### config.mk
export PLATFORM = sky130hd
export DESIGN_NAME = loopback_gmii_tx_framer
export DESIGN_NICKNAME = d
export VERILOG_FILES = /design/src/rtl/loopback_gmii_tx_framer_pkg.sv /design/src/rtl/loopback_gmii_tx_framer.sv
export SDC_FILE = /design/constraint.sdc
export NUM_CORES = 1
export LEC_CHECK = 0
export CORE_ASPECT_RATIO = 0.7
export CORE_MARGIN = 4
export CORE_UTILIZATION = 23
export CTS_BUF_LIST = sky130_fd_sc_hd__clkbuf_16
export DETAILED_ROUTE_END_ITERATION = 10
export PLACE_DENSITY = 0.52
export SLEW_MARGIN = 20
export SYNTH_ARGS = -nofsm -noshare
export SYNTH_HDL_FRONTEND = slang
export SYNTH_SLANG_ARGS = --single-unit
export TNS_END_PERCENT = 20
### constraint.sdc
create_clock -name clk -period 2 [get_ports clk]
set_clock_uncertainty 0.2 [all_clocks]
set_input_delay 0.3 -clock clk [delete_from_list [all_inputs] [get_ports clk]]
set_output_delay 0.3 -clock clk [all_outputs]
set_load 0.05 [all_outputs]
### src/rtl/loopback_gmii_tx_framer_pkg.sv
// Shared definitions for the GMII transmit framer: upstream word layout,
// preamble/SFD constants and FSM state encoding.
package loopback_gmii_tx_framer_pkg;

  localparam int SOP_BIT  = 0;
  localparam int EOP_BIT  = 1;
  localparam int ERR_BIT  = 2;
  localparam int BYTE_LSB = 3;
  localparam int BYTE_MSB = 10;
  localparam int WORD_W   = 11;

  localparam logic [7:0] PREAMBLE_BYTE = 8'h55;
  localparam logic [7:0] SFD_BYTE      = 8'hD5;

  typedef enum logic [2:0] {
    ST_IDLE     = 3'd0,
    ST_PREAMBLE = 3'd1,
    ST_SFD      = 3'd2,
    ST_DATA     = 3'd3,
    ST_IPG      = 3'd4
  } state_t;

endpackage

### src/rtl/loopback_gmii_tx_framer.sv
// GMII transmit framer: wraps upstream bytes with preamble/SFD, flags
// underruns and stray sop words, and enforces the inter-packet gap.
module loopback_gmii_tx_framer
  import loopback_gmii_tx_framer_pkg::*;
#(
  parameter int PREAMBLE_LEN = 7,
  parameter int IPG_CYCLES   = 12
) (
  input  logic        clk,
  input  logic        reset,
  input  logic        in_valid,
  input  logic [10:0] in_data,
  output logic        in_ready,
  output logic [7:0]  gmii_txd,
  output logic        gmii_tx_en,
  output logic        gmii_tx_er,
  output logic [15:0] frame_count,
  output logic [7:0]  underrun_count,
  output logic [2:0]  dbg_state
);

  // Handshake: a word transfers on a rising edge where in_valid and in_ready
  // are both high; in_valid may rise or fall freely, in_ready depends only on
  // state and the sop bit, and is low throughout reset.

  localparam int CNT_MAX = (PREAMBLE_LEN > IPG_CYCLES) ? PREAMBLE_LEN : IPG_CYCLES;
  localparam int CNT_W   = (CNT_MAX < 1) ? 1 : $clog2(CNT_MAX + 1);

  state_t             state_q;
  logic [CNT_W-1:0]   cnt_q;
  logic [7:0]         txd_q;
  logic               tx_en_q;
  logic               tx_er_q;
  logic [15:0]        frame_cnt_q;
  logic [7:0]         urun_cnt_q;
  logic               urun_seen_q;

  logic               w_sop;
  logic               w_eop;
  logic               w_err;
  logic [7:0]         w_byte;

  assign w_sop  = in_data[SOP_BIT];
  assign w_eop  = in_data[EOP_BIT];
  assign w_err  = in_data[ERR_BIT];
  assign w_byte = in_data[BYTE_MSB:BYTE_LSB];

  always_comb begin
    in_ready = 1'b0;
    if (reset) begin
      case (state_q)
        ST_IDLE:         in_ready = !w_sop;
        ST_SFD, ST_DATA: in_ready = 1'b1;
        default:         in_ready = 1'b0;
      endcase
    end
  end

  // Line outputs are registered together with the state so each line cycle
  // shows the byte belonging to the state it was entered with.
  always_ff @(posedge clk or negedge reset) begin
    if (!reset) begin
      state_q     <= ST_IDLE;
      cnt_q       <= '0;
      txd_q       <= 8'h00;
      tx_en_q     <= 1'b0;
      tx_er_q     <= 1'b0;
      frame_cnt_q <= 16'h0000;
      urun_cnt_q  <= 8'h00;
      urun_seen_q <= 1'b0;
    end else begin
      case (state_q)
        ST_IDLE: begin
          txd_q   <= 8'h00;
          tx_en_q <= 1'b0;
          tx_er_q <= 1'b0;
          if (in_valid && w_sop) begin
            state_q     <= ST_PREAMBLE;
            cnt_q       <= CNT_W'(PREAMBLE_LEN - 1);
            txd_q       <= PREAMBLE_BYTE;
            tx_en_q     <= 1'b1;
            urun_seen_q <= 1'b0;
          end
        end

        ST_PREAMBLE: begin
          tx_en_q <= 1'b1;
          tx_er_q <= 1'b0;
          if (cnt_q == '0) begin
            state_q <= ST_SFD;
            txd_q   <= SFD_BYTE;
          end else begin
            cnt_q <= cnt_q - 1'b1;
            txd_q <= PREAMBLE_BYTE;
          end
        end

        ST_SFD, ST_DATA: begin
          tx_en_q <= 1'b1;
          if (in_valid) begin
            txd_q   <= w_byte;
            // A sop inside a running frame is a framing error on that byte.
            tx_er_q <= w_err || (w_sop && (state_q == ST_DATA));
            if (w_eop) begin
              state_q     <= ST_IPG;
              cnt_q       <= CNT_W'(IPG_CYCLES);
              frame_cnt_q <= frame_cnt_q + 16'd1;
            end else begin
              state_q <= ST_DATA;
            end
          end else begin
            txd_q   <= 8'h00;
            tx_er_q <= 1'b1;
            state_q <= ST_DATA;
            if (!urun_seen_q) begin
              urun_seen_q <= 1'b1;
              if (urun_cnt_q != 8'hFF) begin
                urun_cnt_q <= urun_cnt_q + 8'd1;
              end
            end
          end
        end

        ST_IPG: begin
          // The first IPG cycle carries the eop byte, so loading IPG_CYCLES
          // yields exactly IPG_CYCLES quiet line cycles before IDLE.
          txd_q   <= 8'h00;
          tx_en_q <= 1'b0;
          tx_er_q <= 1'b0;
          if (cnt_q == '0) begin
            state_q <= ST_IDLE;
          end else begin
            cnt_q <= cnt_q - 1'b1;
          end
        end

        default: begin
          state_q <= ST_IDLE;
          txd_q   <= 8'h00;
          tx_en_q <= 1'b0;
          tx_er_q <= 1'b0;
        end
      endcase
    end
  end

  assign gmii_txd       = txd_q;
  assign gmii_tx_en     = tx_en_q;
  assign gmii_tx_er     = tx_er_q;
  assign frame_count    = frame_cnt_q;
  assign underrun_count = urun_cnt_q;
  assign dbg_state      = state_q;

endmodule

Word-level counts from Yosys, hierarchy flattened
Cells that the tools add are included.
Operators by class
  multiplexer cells: 24
  reductions and logical operators: 16
  eq/ne operators: 12
  add/subtract/negate cells: 3
  bitwise gates (word level): 2
Operator list (count)
  $pmux W8 S3: 1
  $add A16 B1 Y16 const B: 1
  $mux W4: 4
  $mux W8: 2
  $mux W3: 5
  $ne A2 B2 Y1 const B: 7
  $pmux W3 S4: 1
  $pmux W4 S3: 1
  $reduce_and A3 Y1: 3
  $add A8 B1 Y8 const B: 1
  $ne A8 B8 Y1 const B: 1
  $mux W7: 1
  $eq A3 B2 Y1 const B: 2
  $mux W1: 6
  $pmux W1 S2: 3
  $reduce_and A5 Y1: 1
  $logic_not A4 Y1: 1
  $reduce_and A4 Y1: 1
  $reduce_or A2 Y1: 2
  $sub A4 B1 Y4 const B: 1
  $eq A3 B1 Y1 const B: 1
  $eq A3 B3 Y1 const B: 1
  $logic_not A3 Y1: 1
  $reduce_bool A3 Y1: 1
  other kinds (6): 8
Storage, ports and cells
  output and inout bits: 38
  flip-flop bits (word level): 42
  logic and storage cells: 65

Longest topological paths before layout
  word-level depth: 5
  mapped depth: 6

Least setup slack after synthesis
Ideal clock, no wire load.
  kind: reg2out
  start: reg state_q[1] (netlist: dbg_state[1])
  end: out in_ready
  cell stages (with the launch flop): 4
  setup slack: -0.087 ns
  data required time: 1.500 ns
  data arrival time: 1.587 ns
  path through: dfrtp_1 -> buf_2 -> o21bai_1 -> and3b_1
On the way
  cells in the longest elaborated chain, start to end: 4
Ends and longest elaborated chain
  from (decl): RTL line loopback_gmii_tx_framer.sv:29  | state_t state_q;
  from (signal assigned): RTL line loopback_gmii_tx_framer.sv:63  | state_q <= ST_IDLE;
  from (signal assigned): RTL line loopback_gmii_tx_framer.sv:78  | state_q <= ST_PREAMBLE;
  from (signal assigned): RTL line loopback_gmii_tx_framer.sv:90  | state_q <= ST_SFD;
  $eq A3 B2 Y1: RTL line loopback_gmii_tx_framer.sv:51  | case (state_q)
  $reduce_or A2 Y1: RTL line loopback_gmii_tx_framer.sv:51
  $pmux W1 S2 (*): RTL line loopback_gmii_tx_framer.sv:51
  $mux W1 (*): RTL line loopback_gmii_tx_framer.sv:50  | if (reset) begin
  to (decl): RTL line loopback_gmii_tx_framer.sv:13  | output logic in_ready,
Every way passes the cells marked *; elsewhere a longest branch is shown, timed or not.

Worst setup path in the final report
  start: in in_data[0]
  end: out in_ready
On the way
  cells in the longest elaborated chain, start to end: 3
Ends and longest elaborated chain
  from (decl): RTL line loopback_gmii_tx_framer.sv:12  | input logic [10:0] in_data,
  $logic_not A1 Y1: RTL line loopback_gmii_tx_framer.sv:52  | ST_IDLE: in_ready = !w_sop;
  $pmux W1 S2: RTL line loopback_gmii_tx_framer.sv:51
  $mux W1: RTL line loopback_gmii_tx_framer.sv:50
Every way passes these cells.

==> flow_summary.ini <==
[sta]
fin_crit_sh_pct = 96.3
period_needed_ps = 1930
holdWs_ps = 269
timing.setup.tns_ps = 0
tightestPinTransition_ps = 553
max-slew-margin-rel_pct = 63.1
rsz0062_at_grt = false
final_hold_viol_count = 0
setup_viol = 0
max_freq_mhz = 519
finalMaxSlewViolations = 0

[setup_path]
r2r.worst_path.cells = 7
endpoint_kind = output pin
critPathKind = primary input to output pin
cp_data_required_time_ps = 1500
worst_ep_arrival_time_ps = 1430
r2r-start = cnt_q[0]
worstReg2RegEnd = cnt_q[2]
r2r_setup_slack_ps = 150
cp-start-kind = primary input
critPathMaxFanout = 3

[floorplan]
fp.dieW_um = 120
dieHeight_um = 86.3
io_pins = 52
dieArea_mm2 = 0.0103
rows = 28
initial_core_util_pct = 23.7
coreArea_mm2 = 0.00848

[hold_path]
hold_path.startpoint = frame_count[15]
hp-class = register to register
holdPathStages = 1
min_to = frame_count[15]

[clock_tree]
cts_setup_buffers = 0
cts_buffers = 5
clk-insertion-delay-late_ps = 280
cts.sinks = 42
clk_pin_slew_ps = 60
root_buffer = clkbuf_16
cts_max_level = 2
cts_max_path_buffers = 2
cts_tree = yes

[synth]
netlist_area_mm2 = 0.00201
ys_seq_area_share_pct = 52.2
synthArstFlopShare_pct = 100
ys_seq_elements = 42
synth_edf_count = 0
synth.distinct_cells = 40
syn-instance-count = 183
syn_nets = 201
ys_warn_count = 0
synth_flop_cell = dfrtp_1
avgSynthCellArea_um2 = 11.0

[finish]
nets = 272
multiInputGateArea_um2 = 918
ff_latch_area_mm2 = 0.00105
synthToLayoutAreaGrowth_pct = 44.9
nFillCells = 890
drive_gt1_share_pct = 28.2
diodes = 0

[placed_design]
routabilityCongestion = 0.751
dp_hpwl_um = 3720
portBuffers = 51

[global_routing]
grt_pass1_vias = 1633
antenna_found_initial = 0
grt_max_degree = 43
grt_remaining_overflow = 0
gr-usage-all-layers_pct = 10.4
grt_first_pass_wirelength_um = 8420

[routing]
vias = 1570
wl_um = 4970
drc = 0
dr.first_iter.drc_count = 95
ant_nets = 0
dr.pass1.iters = 4
drt-wirelength-per-cell_um = 13.2
vias_per_cell = 4.19

[run]
cap_viol_max_count = 0

[power]
power_density_mw_per_mm2 = 1320
p_leak_nw = 1.37
ir_worst_vdd_uv = 495

[status]
status = finished, final reports clean
-- synthesized netlist by cell type, drive strengths merged (2+ instances only) --
library cell | count | area share, %
dfrtp | 42 | 52
nand2 | 21 | 3.9
nor2 | 14 | 2.6
xnor2 | 14 | 6.1
nand3 | 10 | 2.5
xor2 | 10 | 4.4
inv | 9 | 1.7
a21oi | 7 | 1.9
and3 | 5 | 1.6
ha | 4 | 2.5
nand2b | 4 | 1.2
nand4 | 4 | 1.6
nor3 | 4 | 0.99
nor4 | 4 | 3.8
buf | 3 | 0.75
a31oi | 2 | 0.62
clkbuf | 2 | 0.37
o22a | 2 | 0.87
o31ai | 2 | 0.75
o32a | 2 | 0.99
o32ai | 2 | 0.87
or2 | 2 | 0.75
-- layer usage --
metal  up-vias  global-route usage [%]  wire, µm
met5         -                       0         0
li1        779                       -         -
met4         0                    4.99        97
met1       745                    14.6      2580
met3         6                    2.67       214
met2        40                    14.8      2080
-- critical path, stage by stage --
cell	delay (ps)
clkdlybuf4s50_1	450
buf_4	160
o21bai_1	110
and3b_1	250
buf_12	160
-- power by group --
group	total (W)	internal, W	switching, W
Sequential	0.00125	0.00106	0.000194
Clock	0.000782	0.000456	0.000326
Combinational	0.00182	0.000729	0.00109
Total	0.00385	0.00224	0.00161
-- sequential cells by signal (all words and copies together), names as in the netlist --
signal          cells
frame_count        16
cnt_q               4
dbg_state           3
underrun_count      8
urun_seen_q         1
gmii_tx_er          1
gmii_tx_en          1
gmii_txd            8
-- how the worst max path moves through the flow --
stage	from	endpoint	cells after the start
2_1_floorplan	dbg_state[2]	in_ready	3
3_5_place_dp	in_valid	underrun_count[7]	6
3_3_place_gp	in_valid	underrun_count[7]	6
6_report	in_data[0]	in_ready	5
5_1_grt	cnt_q[0]	cnt_q[2]	7
4_1_cts	cnt_q[0]	cnt_q[2]	7
-- repair_timing --
| item | CTS | global route |
|---|---|---|
| resized for setup | 0 | 2 |
| hold endpoints to repair | 42 | 0 |
| hold buffers | 1 | 0 |
| setup endpoints to repair | 0 | 4 |
-- cell families (layout without fill, tap and decap cells) --
group / Yosys count / count (layout) / synth area share (%)
AOI/OAI and AO/OA: 22 / 22 / 8.64
xor gates and xnor gates: 24 / 24 / 10.4
adders and majority gates: 4 / 4 / 2.49
buffers and inverters: 14 / 86 / 2.80
DFF: 42 / 42 / 52.2
muxes: 2 / 2 / 1.06
and+or+nand+nor: 75 / 75 / 22.4
-- metrics by stage --
stage	total power, W	utilization [%]	std cells	area [µm²]	setup WS (ps)
after floorplan	0.00240	-	183	2020	-18.4
after global placement	0.00307	32.5	366	2750	-61.7
after detailed placement	0.00308	32.5	366	2750	-112
after CTS	0.00390	34.3	375	2900	20.1
after global routing	0.00411	34.4	375	2920	25.5
final	0.00385	34.4	375	2920	74.5
-- cell type report --
cell class | count | share of cell area [%]
flip-flops and latches | 42 | 36.2
multi-input cells | 127 | 31.5
repair buffers | 69 | 21.2
well taps | 120 | 5.15
clock buffers | 5 | 4.29
inverters | 9 | 1.16
clock inverters | 3 | 0.558
-- placed cells by master, fill, tap and decap left out, types with 5 or more instances in the layout --
master / Yosys / routed
a21oi_1: 6 / 6
clkdlybuf4s50_1: 0 / 20
and3_1: 5 / 5
clkbuf_16: 0 / 5
nor2_1: 14 / 14
dfrtp_1: 42 / 39
xnor2_1: 14 / 14
xor2_1: 10 / 10
nand3_1: 10 / 10
nand2_1: 21 / 21
buf_4: 0 / 43
inv_1: 9 / 9
(Power assumes the default switching activity.)
